## config.mk

```make
export PLATFORM = sky130hd
export DESIGN_NAME = beep_melody_sequencer
export DESIGN_NICKNAME = d
export VERILOG_FILES = /design/src/rtl/beep_pkg.sv /design/src/rtl/song_rom.sv /design/src/rtl/beep_melody_sequencer.sv
export SDC_FILE = /design/constraint.sdc
export NUM_CORES = 1
export LEC_CHECK = 0
export ABC_AREA = 0
export CORE_MARGIN = 4
export CORE_UTILIZATION = 50
export CTS_BUF_LIST = sky130_fd_sc_hd__clkbuf_8
export CTS_CLUSTER_SIZE = 30
export DETAILED_ROUTE_END_ITERATION = 6
export GPL_TIMING_DRIVEN = 0
export PLACE_DENSITY = 0.78
export SYNTH_ARGS = -nofsm -noshare
export SYNTH_HDL_FRONTEND = slang
export SYNTH_SLANG_ARGS = --single-unit
```

## constraint.sdc

```tcl
create_clock -name clk_50mhz -period 3.25 [get_ports clk_50mhz]
set_input_delay 0.65 -clock clk_50mhz [delete_from_list [all_inputs] [get_ports clk_50mhz]]
set_output_delay 0.65 -clock clk_50mhz [all_outputs]
set_load 0.02 [all_outputs]
```

## src/rtl/beep_pkg.sv

```systemverilog
// Shared types and constants for the buzzer melody sequencer: FSM states,
// song-entry layout and the base-octave PWM period table.
package beep_pkg;

  typedef enum logic [2:0] {
    S_IDLE,
    S_FETCH,
    S_LOAD,
    S_PLAY,
    S_GAP,
    S_END
  } state_t;

  localparam int PITCH_W = 4;
  localparam int DUR_W   = 4;
  localparam int ENTRY_W = PITCH_W + DUR_W;

  localparam logic [DUR_W-1:0] END_MARKER = '0;

  // floor(50e6/f) - 1 for C4..B4 (262, 294, 330, 349, 392, 440, 494 Hz)
  localparam logic [31:0] NOTE_ARR [7] = '{
    32'd190838, 32'd170067, 32'd151514, 32'd143265,
    32'd127550, 32'd113635, 32'd101213
  };

  // Entry 0 sits in the least significant byte.
  localparam logic [2047:0] DEFAULT_SONG = 2048'h00_52_61_61_51_51_11_11;

  function automatic logic is_rest(input logic [PITCH_W-1:0] code);
    return (code == 4'd0) || (code == 4'd15);
  endfunction

  // Codes 8..14 are one octave up: half the period of code-7.
  function automatic logic [31:0] pitch_arr(input logic [PITCH_W-1:0] code);
    logic [2:0]  i;
    logic [31:0] base;
    i = code[3] ? 3'(code - 4'd8) : 3'(code - 4'd1);
    if (is_rest(code)) i = 3'd0;
    base = NOTE_ARR[i];
    return code[3] ? (((base + 32'd1) >> 1) - 32'd1) : base;
  endfunction

endpackage

```

## src/rtl/song_rom.sv

```systemverilog
// Synchronous song ROM: one registered 8-bit entry per clock. Addresses past
// the end of the song read back as an end-of-song marker.
module song_rom
  import beep_pkg::*;
#(
  parameter int              SONG_LEN = 32,
  parameter logic [2047:0]   SONG     = DEFAULT_SONG
) (
  input  logic               clk_50mhz,
  input  logic [8:0]         addr,
  output logic [ENTRY_W-1:0] data
);

  localparam logic [8:0] LEN = 9'(SONG_LEN);

  always_ff @(posedge clk_50mhz) begin
    if (addr < LEN) data <= SONG[{addr[7:0], 3'b000} +: ENTRY_W];
    else            data <= {{PITCH_W{1'b0}}, END_MARKER};
  end

endmodule

```

## src/rtl/beep_melody_sequencer.sv

```systemverilog
// Walks the song ROM and drives the PWM generator's enable, period and compare
// inputs for each note, with a silent gap after every note.
module beep_melody_sequencer
  import beep_pkg::*;
#(
  parameter int            BEAT_CYCLES = 12_500_000,
  parameter int            GAP_CYCLES  = 500_000,
  parameter int            SONG_LEN    = 32,
  parameter logic [2047:0] SONG        = DEFAULT_SONG
) (
  input  logic        clk_50mhz,
  input  logic        rst_n,
  input  logic        start,
  input  logic        stop,
  input  logic        loop,
  input  logic [1:0]  vol,
  output logic        pwm_en,
  output logic [31:0] counter_arr,
  output logic [31:0] counter_ccr,
  output logic        busy,
  output logic        done,
  output logic [7:0]  note_idx
);

  localparam logic [8:0]  LEN      = 9'(SONG_LEN);
  localparam logic [35:0] BEAT     = 36'(BEAT_CYCLES);
  localparam logic [35:0] GAP_LAST = 36'(GAP_CYCLES - 1);

  function automatic logic [31:0] duty_ccr(input logic [31:0] arr, input logic [1:0] v);
    return arr >> ({1'b0, v} + 3'd1);
  endfunction

  state_t               state, state_d;
  logic [8:0]           idx, idx_d;
  logic                 pwm_en_d, done_d, load_note, cnt_clr;
  logic [ENTRY_W-1:0]   rom_data;
  logic [PITCH_W-1:0]   rom_pitch;
  logic [DUR_W-1:0]     rom_dur;
  logic [31:0]          note_arr;
  logic [35:0]          cnt, play_last;

  song_rom #(
    .SONG_LEN (SONG_LEN),
    .SONG     (SONG)
  ) u_rom (
    .clk_50mhz (clk_50mhz),
    .addr      (idx),
    .data      (rom_data)
  );

  assign rom_pitch = rom_data[ENTRY_W-1:DUR_W];
  assign rom_dur   = rom_data[DUR_W-1:0];
  assign note_arr  = pitch_arr(rom_pitch);
  assign note_idx  = idx[7:0];

  always_comb begin
    state_d   = state;
    idx_d     = idx;
    pwm_en_d  = 1'b0;
    done_d    = 1'b0;
    load_note = 1'b0;
    cnt_clr   = 1'b0;
    case (state)
      S_IDLE: begin
        if (start) begin
          state_d = S_FETCH;
          idx_d   = '0;
        end
      end
      S_FETCH: state_d = S_LOAD;
      S_LOAD: begin
        if (rom_dur == END_MARKER || idx == LEN) begin
          state_d = S_END;
        end else begin
          state_d   = S_PLAY;
          load_note = 1'b1;
          cnt_clr   = 1'b1;
          pwm_en_d  = !is_rest(rom_pitch);
        end
      end
      S_PLAY: begin
        if (cnt == play_last) begin
          state_d = S_GAP;
          cnt_clr = 1'b1;
        end else begin
          pwm_en_d = pwm_en;
        end
      end
      S_GAP: begin
        if (cnt == GAP_LAST) begin
          state_d = S_FETCH;
          idx_d   = idx + 9'd1;
        end
      end
      S_END: begin
        if (loop) begin
          state_d = S_FETCH;
          idx_d   = '0;
        end else begin
          state_d = S_IDLE;
          done_d  = 1'b1;
        end
      end
      default: state_d = S_IDLE;
    endcase
    // Abort wins over everything, including a same-cycle start or note load.
    if (stop) begin
      state_d   = S_IDLE;
      idx_d     = '0;
      pwm_en_d  = 1'b0;
      done_d    = 1'b0;
      load_note = 1'b0;
    end
  end

  always_ff @(posedge clk_50mhz or negedge rst_n) begin
    if (!rst_n) begin
      state       <= S_IDLE;
      idx         <= '0;
      pwm_en      <= 1'b0;
      busy        <= 1'b0;
      done        <= 1'b0;
      counter_arr <= '0;
      counter_ccr <= '0;
    end else begin
      state  <= state_d;
      idx    <= idx_d;
      pwm_en <= pwm_en_d;
      busy   <= (state_d != S_IDLE);
      done   <= done_d;
      // Rests leave the period/compare untouched; pwm_en alone silences them.
      if (load_note && !is_rest(rom_pitch)) begin
        counter_arr <= note_arr;
        counter_ccr <= duty_ccr(note_arr, vol);
      end
    end
  end

  always_ff @(posedge clk_50mhz) begin
    if (cnt_clr) cnt <= '0;
    else         cnt <= cnt + 36'd1;
    if (load_note) play_last <= 36'(rom_dur) * BEAT - 36'd1;
  end

endmodule
```

# After elaboration in Yosys (flattened, before gate mapping)
# Memory sizes are Yosys's and may differ from the RTL's.
# Index checks and enable logic that the tools add are counted.
# totals
reg_bits	159
rom_bits	256
in_bits	7
output_inout_bits	75
elab_cells	77
n_memories	1
# op_classes
n_addsub	8
mul	1
order_cmp	2
n_eq_ne	13
n_shift	2
mux	29
n_bitwise	1
n_reduce_logical	10
# mem_list
name	words	word_bits	rd	rd_ports_with_merged_regs	write_ports	line	rtl
(name not given)	8	32	1	0	0	beep_pkg.sv:39	base = NOTE_ARR[i];
# op_table
op	n
2048-bit by 12-bit indexed part select with 8-bit output (first input constant)	1
32-bit two-way mux	3
36-bit by 1-bit adder with 36-bit output (second input constant)	1
36-bit by 19-bit == test with 1-bit output (second input constant)	1
36-bit == test	1
9-bit two-way mux	4
32-bit by 1-bit adder with 32-bit output (second input constant)	1
32-bit by 3-bit right shift with 32-bit output	1
31-bit by 1-bit subtractor with 32-bit output (second input constant)	1
28-bit by 1-bit subtractor with 29-bit output (second input constant)	1
9-bit case mux with 3 select lines	1
4-bit by 19-bit multiplier with 23-bit output (second input constant)	1
3-bit two-way mux	7
3-bit case mux with 6 select lines	1
3-bit inequality test (second input constant)	4
1-bit two-way mux	11
9-bit by 1-bit adder with 9-bit output (second input constant)	1
9-bit by 6-bit == test with 1-bit output (second input constant)	1
9-bit by 6-bit less-than comparator with 1-bit output (second input constant)	1
4-bit zero test	2
3-bit by 2-bit == test with 1-bit output (second input constant)	2
3-bit == test (second input constant)	2
3-bit by 1-bit subtractor with 3-bit output (second input constant)	2
4-bit == test (second input constant)	1
other kinds (12)	14

# Logic depth before layout (Yosys ltp)
# depth
depth_word	11
mapped_depth	12
ltp_nobuf	9

# By module
# A second synthesis with hierarchy kept.
# unflattened
cells_unflattened	898
hier_area_um2	8598.2
# modules_own_cells
module	n_inst	cells_each	area_per_inst_um2	seq_area_each_um2
beep_melody_sequencer	1	877	8384.3	3393.3
song_rom	1	21	214.0	100.1

# Worst setup path after synthesis
# Ideal clock, no wire load.
# synth_timing
path_type	reg2reg
start	register u_rom.data[5]
end	register counter_ccr[3]
setup_ns	0.083
arrival_time_ns	2.634
t_required_ns	3.167
slack_ns	0.533
stages_incl_launch_ff	13
path_buffers	4
period_less_slack_ns	2.717
path_cell_list	dfxtp_1 > clkbuf_1 > clkbuf_1 > buf_1 > nor2_1 > or2_2 > ha_1 > clkbuf_1 > and3b_1 > o21ai_0 > o221ai_1 > a22o_1 > o21ai_0
# synth_between
elab_chain_len	11
word_cells_on_any_way	17
classes_between	4 x add/sub; 1 x eq/ne; 1 x shift; 5 x mux; 1 x bitwise; 4 x reduce/logical; 1 x memory
# synth_lines
item	line	rtl
from (decl)	song_rom.sv:11	output logic [ENTRY_W-1:0] data
from (signal assigned)	song_rom.sv:17	if (addr < LEN) data <= SONG[{addr[7:0], 3'b000} +: ENTRY_W];
from (signal assigned)	song_rom.sv:18	else data <= {{PITCH_W{1'b0}}, END_MARKER};
3-bit by 1-bit subtractor with 3-bit output, or another cell as far along	beep_pkg.sv:37	i = code[3] ? 3'(code - 4'd8) : 3'(code - 4'd1);
3-bit two-way mux / 1-bit logical OR (equally long branches)	beep_pkg.sv:37, beep_pkg.sv:30	
3-bit two-way mux	beep_pkg.sv:38	if (is_rest(code)) i = 3'd0;
3-bit inverter with 4-bit output (implied by the code)	beep_pkg.sv:39	
memory read 8 x 32 bit	-	
32-bit two-way mux (implied by the code) (2 in series)	beep_pkg.sv:39	
32-bit by 1-bit adder with 32-bit output	beep_pkg.sv:40	return code[3] ? (((base + 32'd1) >> 1) - 32'd1) : base;
31-bit by 1-bit subtractor with 32-bit output	beep_pkg.sv:40	
32-bit two-way mux	beep_pkg.sv:40	
32-bit by 3-bit right shift with 32-bit output	beep_melody_sequencer.sv:30	return arr >> ({1'b0, v} + 3'd1);
to (signal assigned)	beep_melody_sequencer.sv:134	counter_ccr <= duty_ccr(note_arr, vol);
to (decl)	beep_melody_sequencer.sv:19	output logic [31:0] counter_ccr,
# Several ways; a longest one is shown, not always the timed one. The select of a mux whose other input is x is not followed.
# A chain may end at the register's enable or synchronous reset.

# Worst setup path after layout
# layout_timing
start	register u_rom.data[5]
end	register counter_ccr[1]
# The elaborated chain is that of the path after synthesis.

==> impl_results.html <==
<table>
<tr><th>Metric</th><th>Value</th></tr>
<tr><th colspan="2">Global route</th></tr>
<tr><td>Vias in the first global route</td><td>5040</td></tr>
<tr><td>Aggregate global routing overflow</td><td>0</td></tr>
<tr><td>Initial antenna violation count</td><td>0</td></tr>
<tr><td>GRT Total Usage</td><td>0.239</td></tr>
<tr><td>Pin count of the biggest net entering global routing</td><td>30</td></tr>
<tr><td>First-pass GRT wire length</td><td>~25 mm</td></tr>
<tr><th colspan="2">Yosys</th></tr>
<tr><td>Number of synthesized flops with an enable pin</td><td>8</td></tr>
<tr><td>Netlist Area Pre-Place</td><td>5800 sq um</td></tr>
<tr><td>Sequential element share of the synthesized area</td><td>0.394</td></tr>
<tr><td>Dominant combinational cell family by area after synthesis</td><td>simple AND/OR/NAND/NOR gates</td></tr>
<tr><td>Fraction of synthesized cell area in xor and xnor cells</td><td>0.0589</td></tr>
<tr><td>Warnings from Yosys</td><td>0</td></tr>
<tr><td>Ys flop type</td><td>sky130_fd_sc_hd__dfrtp_1</td></tr>
<tr><td>Synthesized-area fraction occupied by adder cells</td><td>0.0280</td></tr>
<tr><td>Post-Synthesis Mean Instance Area</td><td>between 8 and 9 sq um</td></tr>
<tr><td>Mux share of post-synthesis cell area</td><td>0.00583</td></tr>
<tr><td>Fraction of synthesis flops using an asynchronous set or reset pin</td><td>0.500</td></tr>
<tr><td>Number of unique standard cell types used by synthesis</td><td>between 70 and 80</td></tr>
<tr><td>Compound-gate portion of the synthesized area</td><td>0.169</td></tr>
<tr><td>Gate count after technology mapping</td><td>slightly below 700</td></tr>
<tr><td>Synthesized-area fraction occupied by and/or/nand/nor cells</td><td>0.245</td></tr>
<tr><td>Flops &amp; latches, synth</td><td>98</td></tr>
<tr><th colspan="2">Worst setup path</th></tr>
<tr><td>Most prevalent standard cell on the critical path</td><td>sky130_fd_sc_hd__nor2_1</td></tr>
<tr><td>Critical R2R Launch</td><td>u_rom.data[5]$_SDFF_PP0_</td></tr>
<tr><td>Top delay family on crit path</td><td>buffers and inverters</td></tr>
<tr><td>Maximum fanout along the worst path</td><td>10</td></tr>
<tr><td>Series of cell instances along the critical path</td><td>clkbuf_2 &gt; buf_2 &gt; clkbuf_4 &gt; nor2_1 &gt; or2_2 &gt; ha_1 &gt; nor2_1 &gt; nor2_1 &gt; o32ai_1 &gt; a221oi_1 &gt; o21ai_0</td></tr>
<tr><td>Critical Path Max Stage Delay</td><td>between 400 and 500 ps</td></tr>
<tr><td>Type of the worst setup path</td><td>reg -&gt; reg</td></tr>
<tr><td>Depth of the worst register-to-register path</td><td>11</td></tr>
<tr><td>Critical path endpoint category</td><td>flip-flop</td></tr>
<tr><td>Arrival @ worst endpoint</td><td>roughly 3300 ps</td></tr>
<tr><td>Data required time of the worst path</td><td>roughly 3500 ps</td></tr>
<tr><td>Critical path startpoint category</td><td>flip-flop</td></tr>
<tr><td>Critical path's slowest cell</td><td>sky130_fd_sc_hd__ha_1</td></tr>
<tr><td>Worst setup slack for register-to-register paths</td><td>200 ps</td></tr>
<tr><td>Buffer and inverter count on the worst path</td><td>3</td></tr>
<tr><td>Endpoint of the worst register-to-register path</td><td>counter_ccr[1]$_DFFE_PN0P_</td></tr>
<tr><th colspan="2">Detailed routing</th></tr>
<tr><td>Final wirelength</td><td>between 15 and 20 mm</td></tr>
<tr><td>Routed via count</td><td>about 5200</td></tr>
<tr><td>Initial DRT Pass Iterations</td><td>5</td></tr>
<tr><td>Violation count after the first detailed-route iteration</td><td>between 600 and 700</td></tr>
<tr><td>DRC viols</td><td>0</td></tr>
<tr><td>Average routed wire per standard cell</td><td>16.4 um</td></tr>
<tr><td>Count of antenna-violating nets left after detailed routing</td><td>0</td></tr>
<tr><td>Vias per inst</td><td>about 5.7</td></tr>
<tr><th colspan="2">Power and ir drop</th></tr>
<tr><td>Switching Power</td><td>0.984 mW</td></tr>
<tr><td>PwrDens</td><td>437 nW/um^2</td></tr>
<tr><td>Switching Fraction</td><td>0.331</td></tr>
<tr><td>Power Internal</td><td>approximately 2.0 mW</td></tr>
<tr><td>Leakage power figure</td><td>roughly 2.7 nW</td></tr>
<tr><td>Proportion of power drawn by combinational gates</td><td>0.243</td></tr>
<tr><td>Share of power burned in registers</td><td>0.490</td></tr>
<tr><td>Peak supply drop</td><td>approximately 0.46 mV</td></tr>
<tr><td>Clock network power share</td><td>0.267</td></tr>
<tr><th colspan="2">Floorplan</th></tr>
<tr><td>Core outline area</td><td>approximately 11000 sq um</td></tr>
<tr><td>I/O pins</td><td>just over 80</td></tr>
<tr><td>Vertical die dimension</td><td>between 100 and 150 um</td></tr>
<tr><td>Die X-Extent</td><td>~120 um</td></tr>
<tr><td>Die area</td><td>roughly 13000 sq um</td></tr>
<tr><td>Number of placement rows</td><td>39</td></tr>
<tr><td>Starting density of the core</td><td>0.510</td></tr>
<tr><th colspan="2">Clocking</th></tr>
<tr><td>Total of cells resized after clock tree synthesis</td><td>4</td></tr>
<tr><td>Clock-pin slew on the worst setup and hold paths</td><td>between 100 and 150 ps</td></tr>
<tr><td># H-tree levels</td><td>3</td></tr>
<tr><td>Total clock buffers created by CTS</td><td>9</td></tr>
<tr><td>Post-CTS setup buffers</td><td>0</td></tr>
<tr><td>Clock tree from TritonCTS</td><td>yes</td></tr>
<tr><td>Cts hold-fix bufs</td><td>0</td></tr>
<tr><td>Source-to-sink clock delay at the later pin of the worst-skew pair</td><td>approximately 400 ps</td></tr>
<tr><td>Clock tree root buffer cell</td><td>sky130_fd_sc_hd__clkbuf_8</td></tr>
<tr><td>Clock Tree Buf Depth</td><td>2</td></tr>
<tr><td>Number of sinks handled by clock tree synthesis</td><td>around 100</td></tr>
<tr><th colspan="2">Layout</th></tr>
<tr><td>Final std cells w/o fill</td><td>923</td></tr>
<tr><td>Number of fillers in the final layout</td><td>1029</td></tr>
<tr><td>Net total in the final layout</td><td>slightly below 800</td></tr>
<tr><td>Area added between synthesis and finish</td><td>17.3%</td></tr>
<tr><td>Diode count</td><td>0</td></tr>
<tr><td>Share of final-layout standard cells stronger than drive strength 1</td><td>0.110</td></tr>
<tr><th colspan="2">Timing</th></tr>
<tr><td>Worst hold slack</td><td>222 ps</td></tr>
<tr><td>Final Skew</td><td>15.8 ps</td></tr>
<tr><td>Final min period</td><td>about 3000 ps</td></tr>
<tr><td>Highest clock rate</td><td>approximately 330 MHz</td></tr>
<tr><td>Share of the clock period used by the worst path</td><td>0.938</td></tr>
<tr><td>Total of endpoints with negative setup slack in the final report</td><td>0</td></tr>
<tr><td>Setup repair after global routing missed its margin</td><td>no</td></tr>
<tr><td>Slew margin rel.</td><td>0.348</td></tr>
<tr><td>Hold Vio Cnt, Final</td><td>0</td></tr>
<tr><td>Final Slew Violations</td><td>0</td></tr>
<tr><td>Transition time at the pin with the least slew margin</td><td>between 900 and 1000 ps</td></tr>
<tr><th colspan="2">Placement</th></tr>
<tr><td>Detail Placement HPWL</td><td>~11 mm</td></tr>
<tr><td>Placed Cells incl. Taps</td><td>slightly above 900</td></tr>
<tr><td>Number of port buffers</td><td>between 50 and 60</td></tr>
<tr><td>GP Congestion</td><td>about 0.96</td></tr>
<tr><th colspan="2">Run</th></tr>
<tr><td>Maxcap violations</td><td>0</td></tr>
<tr><th colspan="2">Outcome</th></tr>
<tr><td>Result of the run</td><td>completed</td></tr>
<tr><th colspan="2">Hold path</th></tr>
<tr><td>Path category of the worst min-delay check</td><td>in -&gt; async</td></tr>
</table>
-- cell usage after synthesis, types with 4 or more instances --
cell                        number  area share
sky130_fd_sc_hd__xnor2_1        31       0.047
sky130_fd_sc_hd__nand4_1        14       0.015
sky130_fd_sc_hd__nor2b_1         5      0.0054
sky130_fd_sc_hd__o2bb2ai_1       9       0.014
sky130_fd_sc_hd__and4_1          6      0.0091
sky130_fd_sc_hd__o221ai_1        4      0.0060
sky130_fd_sc_hd__nor3_1         21       0.018
sky130_fd_sc_hd__nand3_1        18       0.016
sky130_fd_sc_hd__xor2_1          8       0.012
sky130_fd_sc_hd__o211ai_1        4      0.0052
sky130_fd_sc_hd__nor4_1         16       0.017
sky130_fd_sc_hd__or3_1           4      0.0043
sky130_fd_sc_hd__nand2_1        52       0.034
sky130_fd_sc_hd__a21oi_1        37       0.032
sky130_fd_sc_hd__or2_2           6      0.0065
sky130_fd_sc_hd__nor2_1         78       0.050
sky130_fd_sc_hd__nand2b_1       17       0.018
sky130_fd_sc_hd__clkbuf_1       32       0.021
sky130_fd_sc_hd__dfxtp_1        41        0.14
sky130_fd_sc_hd__buf_4          39       0.050
sky130_fd_sc_hd__inv_1          23       0.015
sky130_fd_sc_hd__a31oi_1         8      0.0086
sky130_fd_sc_hd__edfxtp_1        8       0.041
sky130_fd_sc_hd__o22ai_1         6      0.0065
sky130_fd_sc_hd__ha_1           13       0.028
sky130_fd_sc_hd__and2_1          7      0.0076
sky130_fd_sc_hd__o22a_1          4      0.0060
sky130_fd_sc_hd__o21ai_0        34       0.029
sky130_fd_sc_hd__and3_1         16       0.017
sky130_fd_sc_hd__a211oi_1        6      0.0078
sky130_fd_sc_hd__dfrtp_1        49        0.21
sky130_fd_sc_hd__nor3b_1         5      0.0065
-- worst reg2reg max path: cells and delay by family, from the launching register on --
kind                       cells  cell delay [ps]
buffers and inverters          3              790
and+or+nand+nor                4              680
AOI/OAI and AO/OA              3              530
adders and majority gates      1              490
DFF                            1              410
-- cells by family after synthesis --
logic type      after synthesis
compound gates              148
xor+xnor                     39
fa+ha+maj                    13
buf+inv                     106
flops                        98
mux                           3
other cells                   1
simple gates                278
-- cell type report --
cell class | count | area, sq um | share of cell area
Timing Repair Buffer | 52 | 526 | 0.0772
Buffer | 78 | 475 | 0.0699
Multi-Input combinational cell | 510 | 3050 | 0.448
Tap cell | 143 | 179 | 0.0263
Sequential cell | 98 | 2290 | 0.336
Clock buffer | 9 | 124 | 0.0182
Inverter | 26 | 97.6 | 0.0143
Clock inverter | 7 | 68.8 | 0.0101
-- registers in the layout (all words and copies together) (netlist names) --
register and count:
idx 9, busy 1, play_last 8, pwm_en 1
u_rom.data 5, cnt 36, state 3, counter_ccr 17
done 1, counter_arr 17
-- per-stage QoR --
| step | TNS, ps | area, sq um | power (mW) | utilization | worst slack (ps) |
|---|---|---|---|---|---|
| after global placement | -2950 | 6590 | 2.18 | 0.580 | -519 |
| after global routing | 0 | 6800 | 3.15 | 0.598 | 3.49 |
| after CTS | 0 | 6800 | 3.00 | 0.598 | 69.9 |
| after detailed placement | -2230 | 6610 | 2.20 | 0.581 | -436 |
| after floorplan | 0 | 5900 | 1.88 | - | 533 |
| final | 0 | 6800 | 2.97 | 0.598 | 200 |
-- power by group through the flow --
stage | logic, mW | clock network, mW | registers [mW]
2_1_floorplan | 0.299 | 0 | 1.58
3_3_place_gp | 0.707 | 0 | 1.47
3_5_place_dp | 0.721 | 0 | 1.48
4_1_cts | 0.727 | 0.815 | 1.46
5_1_grt | 0.789 | 0.884 | 1.48
6_report | 0.723 | 0.794 | 1.45
-- cell usage in the layout (no fill, tap or decap), drive strengths merged, types with 17 or more instances in the layout --
cell type       n
nand2b         17
dfrtp          49
nor3           22
o21ai          36
inv            27
dfxtp          41
clkbuf         39
a21oi          37
xnor2          31
nor2           78
conb           29
clkdlybuf4s50  50
nand2          52
buf            50
nand3          18
-- metal layers --
| metal | part of all wire | routed length (um) | track usage |
|---|---|---|---|
| met2 | 0.48 | 7300 | 0.385 |
| met1 | 0.44 | 6640 | 0.323 |
| met3 | 0.059 | 891 | 0.0460 |
| met4 | 0.019 | 289 | 0.0835 |
| met5 | 0 | 0 | 0 |
-- how the worst max path moves through the flow --
stage	startpoint	endpoint	slack (ps)	cells after the start
2_1_floorplan	u_rom.data[5]$_SDFF_PP0_	counter_ccr[3]$_DFFE_PN0P_	530	12
5_1_grt	u_rom.data[5]$_SDFF_PP0_	counter_ccr[3]$_DFFE_PN0P_	3	11
3_3_place_gp	u_rom.data[5]$_SDFF_PP0_	counter_ccr[1]$_DFFE_PN0P_	-520	12
3_5_place_dp	u_rom.data[5]$_SDFF_PP0_	counter_ccr[1]$_DFFE_PN0P_	-440	12
6_report	u_rom.data[5]$_SDFF_PP0_	counter_ccr[1]$_DFFE_PN0P_	200	11
4_1_cts	u_rom.data[5]$_SDFF_PP0_	counter_ccr[1]$_DFFE_PN0P_	70	11
Note: power is estimated with default switching activity, not from simulation.
